## src/rtl/keypad_pkg.sv

```systemverilog
// Shared definitions for the keypad matrix responder: FSM encoding, key code fields, idle column level.
// Pure declarations; no logic, no latency, no flow control.
package keypad_pkg;

    typedef enum logic [2:0] {
        ST_IDLE   = 3'd0,
        ST_MAKE_B = 3'd1,
        ST_HOLD   = 3'd2,
        ST_BRK_B  = 3'd3,
        ST_GAP    = 3'd4
    } state_t;

    localparam int KEY_ROW_HI = 3;
    localparam int KEY_ROW_LO = 2;
    localparam int KEY_COL_HI = 1;
    localparam int KEY_COL_LO = 0;

    // Columns are active-low, so an untouched matrix reads all ones.
    localparam logic [3:0] COL_IDLE = 4'hF;

    function automatic logic [1:0] key_row(input logic [3:0] key);
        return key[KEY_ROW_HI:KEY_ROW_LO];
    endfunction

    function automatic logic [1:0] key_col(input logic [3:0] key);
        return key[KEY_COL_HI:KEY_COL_LO];
    endfunction

endpackage

```

## src/rtl/keypad_matrix_responder_if.sv

```systemverilog
// Press-command port of the keypad responder: valid/ready handshake carrying key code and hold length.
// No storage; ready is owned by the responder side.
interface keypad_matrix_responder_if #(
    parameter int CNT_W = 16
) ();

    logic             cmd_valid;
    logic             cmd_ready;
    logic [3:0]       cmd_key;
    logic [CNT_W-1:0] cmd_hold;

    modport master (
        output cmd_valid,
        output cmd_key,
        output cmd_hold,
        input  cmd_ready
    );

    modport slave (
        input  cmd_valid,
        input  cmd_key,
        input  cmd_hold,
        output cmd_ready
    );

endinterface

```

## src/rtl/keypad_col_drive.sv

```systemverilog
// Registered column encoder: pulls the latched column low while the contact is closed and its row is driven.
// One cycle latency from keypadRow/contact to keypadCol; no backpressure.
module keypad_col_drive
    import keypad_pkg::*;
(
    input  logic       clk,
    input  logic       rst,
    input  logic       contact,
    input  logic [1:0] row,
    input  logic [1:0] col,
    input  logic [3:0] keypadRow,
    output logic [3:0] keypadCol
);

    logic [3:0] col_nxt;

    // Only the latched row matters, so several driven rows behave like one.
    always_comb begin
        col_nxt = COL_IDLE;
        if (contact && !keypadRow[row]) begin
            col_nxt[col] = 1'b0;
        end
    end

    always_ff @(posedge clk) begin
        if (rst) begin
            keypadCol <= COL_IDLE;
        end else begin
            keypadCol <= col_nxt;
        end
    end

endmodule

```

## src/rtl/keypad_matrix_responder.sv

```systemverilog
// Keypad matrix responder: plays one pressed key (with make/break bounce) against a row-scanning keypad reader.
// Column response lags keypadRow by one cycle; commands are accepted only in IDLE and never queued.
module keypad_matrix_responder
    import keypad_pkg::*;
#(
    parameter int HOLD_CYC   = 1000,
    parameter int BOUNCE_CYC = 64,
    parameter int BOUNCE_TGL = 8,
    parameter int GAP_CYC    = 500,
    parameter int CNT_W      = 16
) (
    input  logic                      clk,
    input  logic                      rst,
    input  logic [3:0]                keypadRow,
    output logic [3:0]                keypadCol,
    keypad_matrix_responder_if.slave  cmd,
    output logic                      busy,
    output logic                      done
);

    // A zero-length window still occupies one cycle so the state sequence stays fixed.
    localparam logic [CNT_W-1:0] BNC_LAST = CNT_W'((BOUNCE_CYC > 0) ? BOUNCE_CYC - 1 : 0);
    localparam logic [CNT_W-1:0] TGL_LAST = CNT_W'((BOUNCE_TGL > 0) ? BOUNCE_TGL - 1 : 0);
    localparam logic [CNT_W-1:0] GAP_LAST = CNT_W'((GAP_CYC > 0) ? GAP_CYC - 1 : 0);
    localparam logic [CNT_W-1:0] HOLD_DEF = CNT_W'(HOLD_CYC);

    state_t           state;
    state_t           state_nxt;
    logic [CNT_W-1:0] cnt;
    logic [CNT_W-1:0] tgl_cnt;
    logic             tgl;
    logic [3:0]       key_q;
    logic [CNT_W-1:0] hold_len_q;
    logic             contact;
    logic             accept;
    logic             phase_end;

    // Holding ready low during the done cycle keeps accept and done apart.
    assign cmd.cmd_ready = (state == ST_IDLE) && !done;
    assign busy          = (state != ST_IDLE);

    always_comb begin
        state_nxt = state;
        contact   = 1'b0;
        accept    = 1'b0;
        case (state)
            ST_IDLE: begin
                if (cmd.cmd_valid && cmd.cmd_ready) begin
                    accept    = 1'b1;
                    state_nxt = ST_MAKE_B;
                end
            end
            ST_MAKE_B: begin
                contact = !tgl;
                if (cnt == BNC_LAST) begin
                    state_nxt = ST_HOLD;
                end
            end
            ST_HOLD: begin
                contact = 1'b1;
                if (cnt == hold_len_q - CNT_W'(1)) begin
                    state_nxt = ST_BRK_B;
                end
            end
            ST_BRK_B: begin
                contact = tgl;
                if (cnt == BNC_LAST) begin
                    state_nxt = ST_GAP;
                end
            end
            ST_GAP: begin
                if (cnt == GAP_LAST) begin
                    state_nxt = ST_IDLE;
                end
            end
            default: begin
                state_nxt = ST_IDLE;
            end
        endcase
        phase_end = (state_nxt != state);
    end

    always_ff @(posedge clk) begin
        if (rst) begin
            state      <= ST_IDLE;
            cnt        <= '0;
            tgl_cnt    <= '0;
            tgl        <= 1'b0;
            done       <= 1'b0;
            key_q      <= 4'h0;
            hold_len_q <= '0;
        end else begin
            state <= state_nxt;
            done  <= (state == ST_GAP) && (state_nxt == ST_IDLE);
            if (phase_end) begin
                cnt     <= '0;
                tgl_cnt <= '0;
                tgl     <= 1'b0;
            end else if (state != ST_IDLE) begin
                cnt <= cnt + CNT_W'(1);
                if (tgl_cnt == TGL_LAST) begin
                    tgl_cnt <= '0;
                    tgl     <= !tgl;
                end else begin
                    tgl_cnt <= tgl_cnt + CNT_W'(1);
                end
            end
            if (accept) begin
                key_q      <= cmd.cmd_key;
                hold_len_q <= (cmd.cmd_hold == '0) ? HOLD_DEF : cmd.cmd_hold;
            end
        end
    end

    keypad_col_drive u_col_drive (
        .clk       (clk),
        .rst       (rst),
        .contact   (contact),
        .row       (key_row(key_q)),
        .col       (key_col(key_q)),
        .keypadRow (keypadRow),
        .keypadCol (keypadCol)
    );

endmodule

```

## src/flat_wrapper.sv

```systemverilog
// flat-port wrapper written by rule: the top's interface ports become plain ports
module keypad_matrix_responder_flat import keypad_pkg::*;
#(
    parameter int HOLD_CYC   = 1000,
    parameter int BOUNCE_CYC = 64,
    parameter int BOUNCE_TGL = 8,
    parameter int GAP_CYC    = 500,
    parameter int CNT_W      = 16
)
  (clk, rst, keypadRow, keypadCol, busy, done, cmd_cmd_valid, cmd_cmd_key, cmd_cmd_hold, cmd_cmd_ready);
  keypad_matrix_responder_if #(.CNT_W(CNT_W)) cmd_i ();
  input  logic clk;
  input  logic rst;
  input  logic [3:0] keypadRow;
  output logic [3:0] keypadCol;
  output logic busy;
  output logic done;
  input wire logic [$bits(cmd_i.cmd_valid)-1:0] cmd_cmd_valid;
  input wire logic [$bits(cmd_i.cmd_key)-1:0] cmd_cmd_key;
  input wire logic [$bits(cmd_i.cmd_hold)-1:0] cmd_cmd_hold;
  output wire logic [$bits(cmd_i.cmd_ready)-1:0] cmd_cmd_ready;
  assign cmd_i.cmd_valid = cmd_cmd_valid;
  assign cmd_i.cmd_key = cmd_cmd_key;
  assign cmd_i.cmd_hold = cmd_cmd_hold;
  assign cmd_cmd_ready = cmd_i.cmd_ready;
  keypad_matrix_responder #(.HOLD_CYC(HOLD_CYC), .BOUNCE_CYC(BOUNCE_CYC), .BOUNCE_TGL(BOUNCE_TGL), .GAP_CYC(GAP_CYC), .CNT_W(CNT_W)) u_core (.clk(clk), .rst(rst), .keypadRow(keypadRow), .keypadCol(keypadCol), .cmd(cmd_i), .busy(busy), .done(done));
endmodule
```

## config.mk

```make
export PLATFORM = sky130hd
export DESIGN_NAME = keypad_matrix_responder_flat
export DESIGN_NICKNAME = d
export VERILOG_FILES = /design/src/rtl/keypad_pkg.sv /design/src/rtl/keypad_matrix_responder_if.sv /design/src/rtl/keypad_col_drive.sv /design/src/rtl/keypad_matrix_responder.sv /design/src/flat_wrapper.sv
export SDC_FILE = /design/constraint.sdc
export NUM_CORES = 1
export LEC_CHECK = 0
export CAP_MARGIN = 5
export CORE_ASPECT_RATIO = 1.5
export CORE_MARGIN = 10
export CORE_UTILIZATION = 50
export DETAILED_ROUTE_END_ITERATION = 16
export PLACE_DENSITY_LB_ADDON = 0.12
export SKIP_CTS_REPAIR_TIMING = 1
export SLEW_MARGIN = 10
export SYNTH_ARGS = -nofsm -noshare
export SYNTH_HDL_FRONTEND = slang
export SYNTH_HIERARCHICAL = 1
export SYNTH_SLANG_ARGS = --single-unit
```

## constraint.sdc

```tcl
create_clock -name clk -period 2.6 [get_ports clk]
set_input_delay 0.26 -clock clk [delete_from_list [all_inputs] [get_ports clk]]
set_output_delay 0.26 -clock clk [all_outputs]
set_load 0.01 [all_outputs]
```

; ---- Word level (Yosys, flattened, before mapping)
; Index checks and enable logic that the tools add are counted.
[word_totals]
ramBits = 0
latchBits = 0
romBits = 0
input_bits = 27
out_inout_bits = 7
word_cells = 55
ff_bits = 61
memories = 0
[op_classes]
eq_ne = 9
n_div = 0
n_shift = 0
n_addsub = 3
muxes = 15
bitwise = 2
n_mul = 0
n_lt_le_gt_ge = 3
reduce_logical = 15
[ops]
columns = op, n
row1 = adder 16 x 1 -> 16 bit (second input constant), 2
row2 = two-way mux 16 bit, 2
row3 = == test 16 bit, 1
row4 = == test 16 x 3 -> 1 bit (second input constant), 1
row5 = == test 16 x 6 -> 1 bit (second input constant), 1
row6 = == test 16 x 9 -> 1 bit (second input constant), 1
row7 = zero test 16 bit, 1
row8 = subtractor 16 x 1 -> 16 bit (second input constant), 1
row9 = two-way mux 3 bit, 5
row10 = case mux 3 bit (5 select lines), 1
row11 = == test 3 x 2 -> 1 bit (second input constant), 2
row12 = zero test 3 bit, 2
row13 = less-than comparator 2 x 3 -> 1 bit (second input constant), 2
row14 = logical AND 1 bit, 5
row15 = two-way mux 1 bit, 4
row16 = inverter 4 bit, 1
row17 = OR reduction 2 bit, 2
row18 = == test 3 x 1 -> 1 bit (second input constant), 1
row19 = == test 3 bit (second input constant), 1
row20 = zero test 1 bit, 3
row21 = != test 3 bit, 1
row22 = case mux 1 bit (3 select lines), 1
row23 = nonzero test 3 bit, 1
row24 = binary-select mux 1 bit (select 2 bit), 1
row25 = 4 further kinds, 4

; ---- Logic depth before layout (Yosys ltp)
[depth]
word_depth = 7
ltp_mapped = 11
depth_no_buf = 9

; ---- Cells and area by module
; The synthesis kept the hierarchy.
[modules_own_cells]
columns = module, instances, cells_per_inst, seq_area_each_um2, area_each_um2
row1 = keypad_matrix_responder, 1, 376, 1141.1, 3010.4
row2 = keypad_col_drive, 1, 14, 80.1, 162.7

; ---- Least setup slack after synthesis
; OpenSTA, ideal clock, no wires.
[synth_path]
kind = register -> register
from = register u_core.hold_len_q[2]
to = register u_core.tgl
stages_incl_launch_ff = 9
arrival_time_ns = 2.313
t_required_ns = 2.485
path_buffers = 1
synth_period_minus_slack_ns = 2.428
setup_ns = 0.115
slack_ns = 0.172
path_cell_list = dfxtp_1 nor4_4 nand2_1 xnor2_1 or3_1 a2111o_1 o211ai_4 buf_6 nor2_1
[synth_between]
elab_chain_cells = 6
[synth_rtl]
columns = element, line
row1 = start: declaration, keypad_matrix_responder.sv:33  ; logic [CNT_W-1:0] hold_len_q;
row2 = start signal: assignment, keypad_matrix_responder.sv:110  ; hold_len_q <= (cmd.cmd_hold == '0) ? HOLD_DEF : cmd.cmd_hold;
row3 = subtractor 16 x 1 -> 16 bit, keypad_matrix_responder.sv:61  ; if (cnt == hold_len_q - CNT_W'(1)) begin
row4 = == test 16 bit, keypad_matrix_responder.sv:61
row5 = two-way mux 3 bit, keypad_matrix_responder.sv:61
row6 = case mux 3 bit (5 select lines), keypad_matrix_responder.sv:46  ; case (state)
row7 = != test 3 bit, keypad_matrix_responder.sv:80  ; phase_end = (state_nxt != state);
row8 = OR reduction 2 bit (no source line), -
row9 = end signal: assignment, keypad_matrix_responder.sv:103  ; tgl <= !tgl;
row10 = end: declaration, keypad_matrix_responder.sv:31  ; logic tgl;
; Every way passes these cells.
; A chain may end at the register's enable or synchronous reset.

; ---- Final worst setup path
[layout_path]
from = register u_core.hold_len_q[3]
to = register u_core.cnt[4]
[layout_between]
elab_chain_cells = 6
[layout_rtl]
columns = element, line
row1 = subtractor 16 x 1 -> 16 bit, keypad_matrix_responder.sv:61
row2 = == test 16 bit, keypad_matrix_responder.sv:61
row3 = two-way mux 3 bit, keypad_matrix_responder.sv:61
row4 = case mux 3 bit (5 select lines), keypad_matrix_responder.sv:46
row5 = != test 3 bit, keypad_matrix_responder.sv:80
row6 = OR reduction 2 bit (no source line), -
row7 = end signal: assignment, keypad_matrix_responder.sv:100  ; cnt <= cnt + CNT_W'(1);
row8 = end: declaration, keypad_matrix_responder.sv:29  ; logic [CNT_W-1:0] cnt;
; Every way passes these cells.

==> impl_metrics.tcl <==
set metrics [dict create \
    cts.sinks 61 \
    timing.hold.ws_ns 0.434 \
    ys.flop_type "dfxtp_1" \
    root_buffer "clkbuf_8" \
    cts_tree "built" \
    track_usage 0.154 \
    antenna_cells 0 \
    dr.first_iter.drc_count 106 \
    slew_headroom 0.645 \
    crit_required_ns 2.84 \
    crit_fanout 33 \
    rsz0062_at_grt "no" \
    r2r_start "u_core/hold_len_q[3]" \
    vias 2793 \
    worst_pin_slew_ns 0.531 \
    synth-seq-cells 61 \
    global_route.overflow_total 0 \
    dieHeight_um 118 \
    p_total_mw 2.14 \
    crit_type "reg -> reg" \
    synth_warnings 6 \
    irDropWorstVdd_v 0.000324 \
    io_pins 34 \
    reg2reg_slack_ns 0.20 \
    postRouteAntennaNets 0 \
    wire_per_inst_um 14.9 \
    clkLatencyLatePin_ns 0.35 \
    status "finished, final reports clean" \
    max_stage_delay_ns 0.46 \
    synth-xor-area-share 0.140 \
    skew_ns 0.0120 \
    yosys.area_share.simple 0.318 \
    netSwitchingFraction 0.275 \
    via_per_inst 5.54 \
    drt-total-wl_um 7490 \
    synth_compound_area_frac 0.0986 \
    synth_edf_count 0 \
    critical_path.endpoint_type "flip-flop" \
    post-dp-hpwl_um 5690 \
    fill_cells 575 \
    grt_pass1_wl_um 12800 \
    core_region_area_um2 6170 \
    power.net_switching_mw 0.589 \
    synth_top_family_by_area "simple AND/OR/NAND/NOR gates" \
    netlist.top_cell.by_area "dfxtp_1" \
    synthAdderAreaFrac 0.0118 \
    startpoint "u_core/hold_len_q[3]" \
    antenna_found_initial 0 \
    holdCritPathClass "reg -> reg" \
    powerDensity_nw_per_um2 565 \
    synthMuxAreaShare 0.0118 \
    period_needed_ns 2.40 \
    clockBufferDepth 2 \
    clk_pin_slew_worst_paths_ns 0.07 \
    dr.pass1.iters 4 \
    finalInstanceArea_um2 3790 \
    finalHoldViolations 0 \
    power_frac_seq 0.468 \
    intPower_mw 1.55 \
    drive_gt1_frac 0.105 \
    async_flop_share 0 \
    dieArea_um2 10000 \
    die_x_um 85.0 \
    synthDominantCellAreaShare 0.385 \
    p_leak_nw 1.32 \
    pwr-share-clk 0.391 \
    syn2layout_area_growth_pct 19.5 \
    syn_nets 420 \
    htree_levels 3 \
    core.rowCount 35 \
    crit_chain "nor4_4 > nand2_1 > xnor2_1 > or3_1 > a2111o_1 > o211ai_4 > buf_12 > nor2_1" \
    hold_start "u_core/key_q[0]" \
    synthCells 390 \
    place.gp.congestion 0.853 \
    synthesis.area_um2 3170 \
    cp-start-kind "flip-flop" \
    synthTopCellsByArea "dfxtp_1 (38%), nor2_1 (7.2%), nand2_1 (7.0%)" \
    grt_pass1_vias 2773 \
    synth_cell_types 54 \
    setup_viol 0 \
    post-route-drc-count 0 \
    post-route-period-util 0.925 \
    p_comb_frac 0.141 \
    drv_cap 0 \
    slowest_stage "a2111o_1" \
    floorplan.initialDensity 0.514 \
    multi_input_area_um2 1850 \
    timing.setup.tns_ns 0 \
    grt_max_degree 34 \
    seq_area_um2 1220 \
    dpl_cell_area_um2 3580 \
    numCtsBuffers 9 \
    cp.arrival_ns 2.64 \
    port_buffers 33 \
    nets 455 \
    ys_seq_area_frac 0.385 \
    fmax_mhz 416 \
    slew_viol_final 0 \
    synth_area_per_cell_um2 8.14 \
]
cells in the mapped netlist (2+ instances only):
library cell  count
a21oi_1          20
a31oi_1           3
and3_1            3
and3_2            3
and4_1            2
buf_2             3
buf_6             3
clkbuf_1         11
dfxtp_1          61
ha_1              3
inv_1             4
mux2_2            2
nand2_1          59
nand3_1           8
nand3b_1          4
nand4_1          16
nor2_1           61
nor2b_1           2
nor3_1           23
nor3b_1           4
nor4_1            8
nor4b_1           2
nor4bb_1          2
o2111ai_1         2
o21a_1            2
o21ai_0           4
or3_1             2
xnor2_1          24
xor2_1           24
placed cells by master, fill, tap and decap left out, types with 2 or more instances in the layout:
cell type and count:
inv_1 4, o21a_1 2, and3_1 3, nor4_1 8, ha_1 2, clkbuf_8 9
nor3_1 23, nor3b_1 3, a21oi_1 20, nand3_1 8, or3_1 2, clkinvlp_4 5
and3_2 3, and4_1 2, clkdlybuf4s50_1 33, xnor2_1 24, o2111ai_1 2, nor4b_1 2
buf_4 8, dfxtp_1 60, nor4bb_1 2, xor2_1 24, nand4_1 16, nor2b_1 2
nand2_1 59, mux2_2 2, a31oi_1 3, o21ai_0 4, nand3b_1 4, nor2_1 61
cells by family (layout without fill, tap and decap cells):
kind of cell | count (synthesis) | after routing
flip-flops | 61 | 61
multiplexers | 3 | 3
XOR/XNOR | 49 | 49
AND/OR/NAND/NOR | 206 | 206
adder cells (fa/ha/maj) | 3 | 3
AO/OA/AOI/OAI | 45 | 45
buffers and inverters | 23 | 63
routing by layer:
metal / vias up / share of wire / GRT usage
li1: 1421 / - / -
met2: 50 / 0.54 / 0.281
met5: - / 0 / 0
met1: 1311 / 0.40 / 0.160
met3: 11 / 0.042 / 0.0506
met4: 0 / 0.013 / 0.0434
power groups by stage:
stage	clock [mW]	combinational [mW]	sequential [mW]
floorplan	0	0.198	1.01
global placement	0	0.296	1.02
detailed placement	0	0.301	1.02
CTS	0.864	0.302	1.00
global route	0.896	0.334	1.01
finish	0.838	0.303	1.00
metrics by stage:
| stage | setup WS (ns) | util | instances |
|---|---|---|---|
| finish | 0.196 | 0.614 | 504 |
| global route | 0.0253 | 0.614 | 504 |
| CTS | 0.0784 | 0.613 | 504 |
| detailed placement | 0.0868 | 0.580 | 488 |
| global placement | 0.138 | 0.580 | 488 |
| floorplan | 0.172 | - | 390 |
registers in the layout, indices dropped and copies added, names as in the netlist:
register                      flops
u_core/done                       1
u_core/tgl_cnt                   16
u_core/tgl                        1
u_core/u_col_drive/keypadCol      4
u_core/hold_len_q                16
u_core/cnt                       16
u_core/state                      3
u_core/key_q                      4
worst paths after layout:
check | to | cells past startpoint
max | u_core/cnt[4] | 8
min | u_core/u_col_drive/keypadCol[3] | 1
max reg2reg | u_core/cnt[4] | 8
min reg2reg | u_core/u_col_drive/keypadCol[3] | 1
worst max-delay path, delay by kind of cell (launching register included):
kind                      cells  cell delay (ns)
buffers and inverters         1             0.21
DFF                           1             0.38
AOI/OAI and AO/OA             2             0.65
xor gates and xnor gates      1             0.15
and+or+nand+nor               4             0.88
cell type report:
class | count | share of cell area
inverters | 5 | 0.00495
clock buffers | 9 | 0.0327
clock inverters | 7 | 0.0201
well taps | 74 | 0.0244
repair buffers | 42 | 0.108
multi-input cells | 306 | 0.487
flip-flops and latches | 61 | 0.322
(Power assumes the default switching activity.)
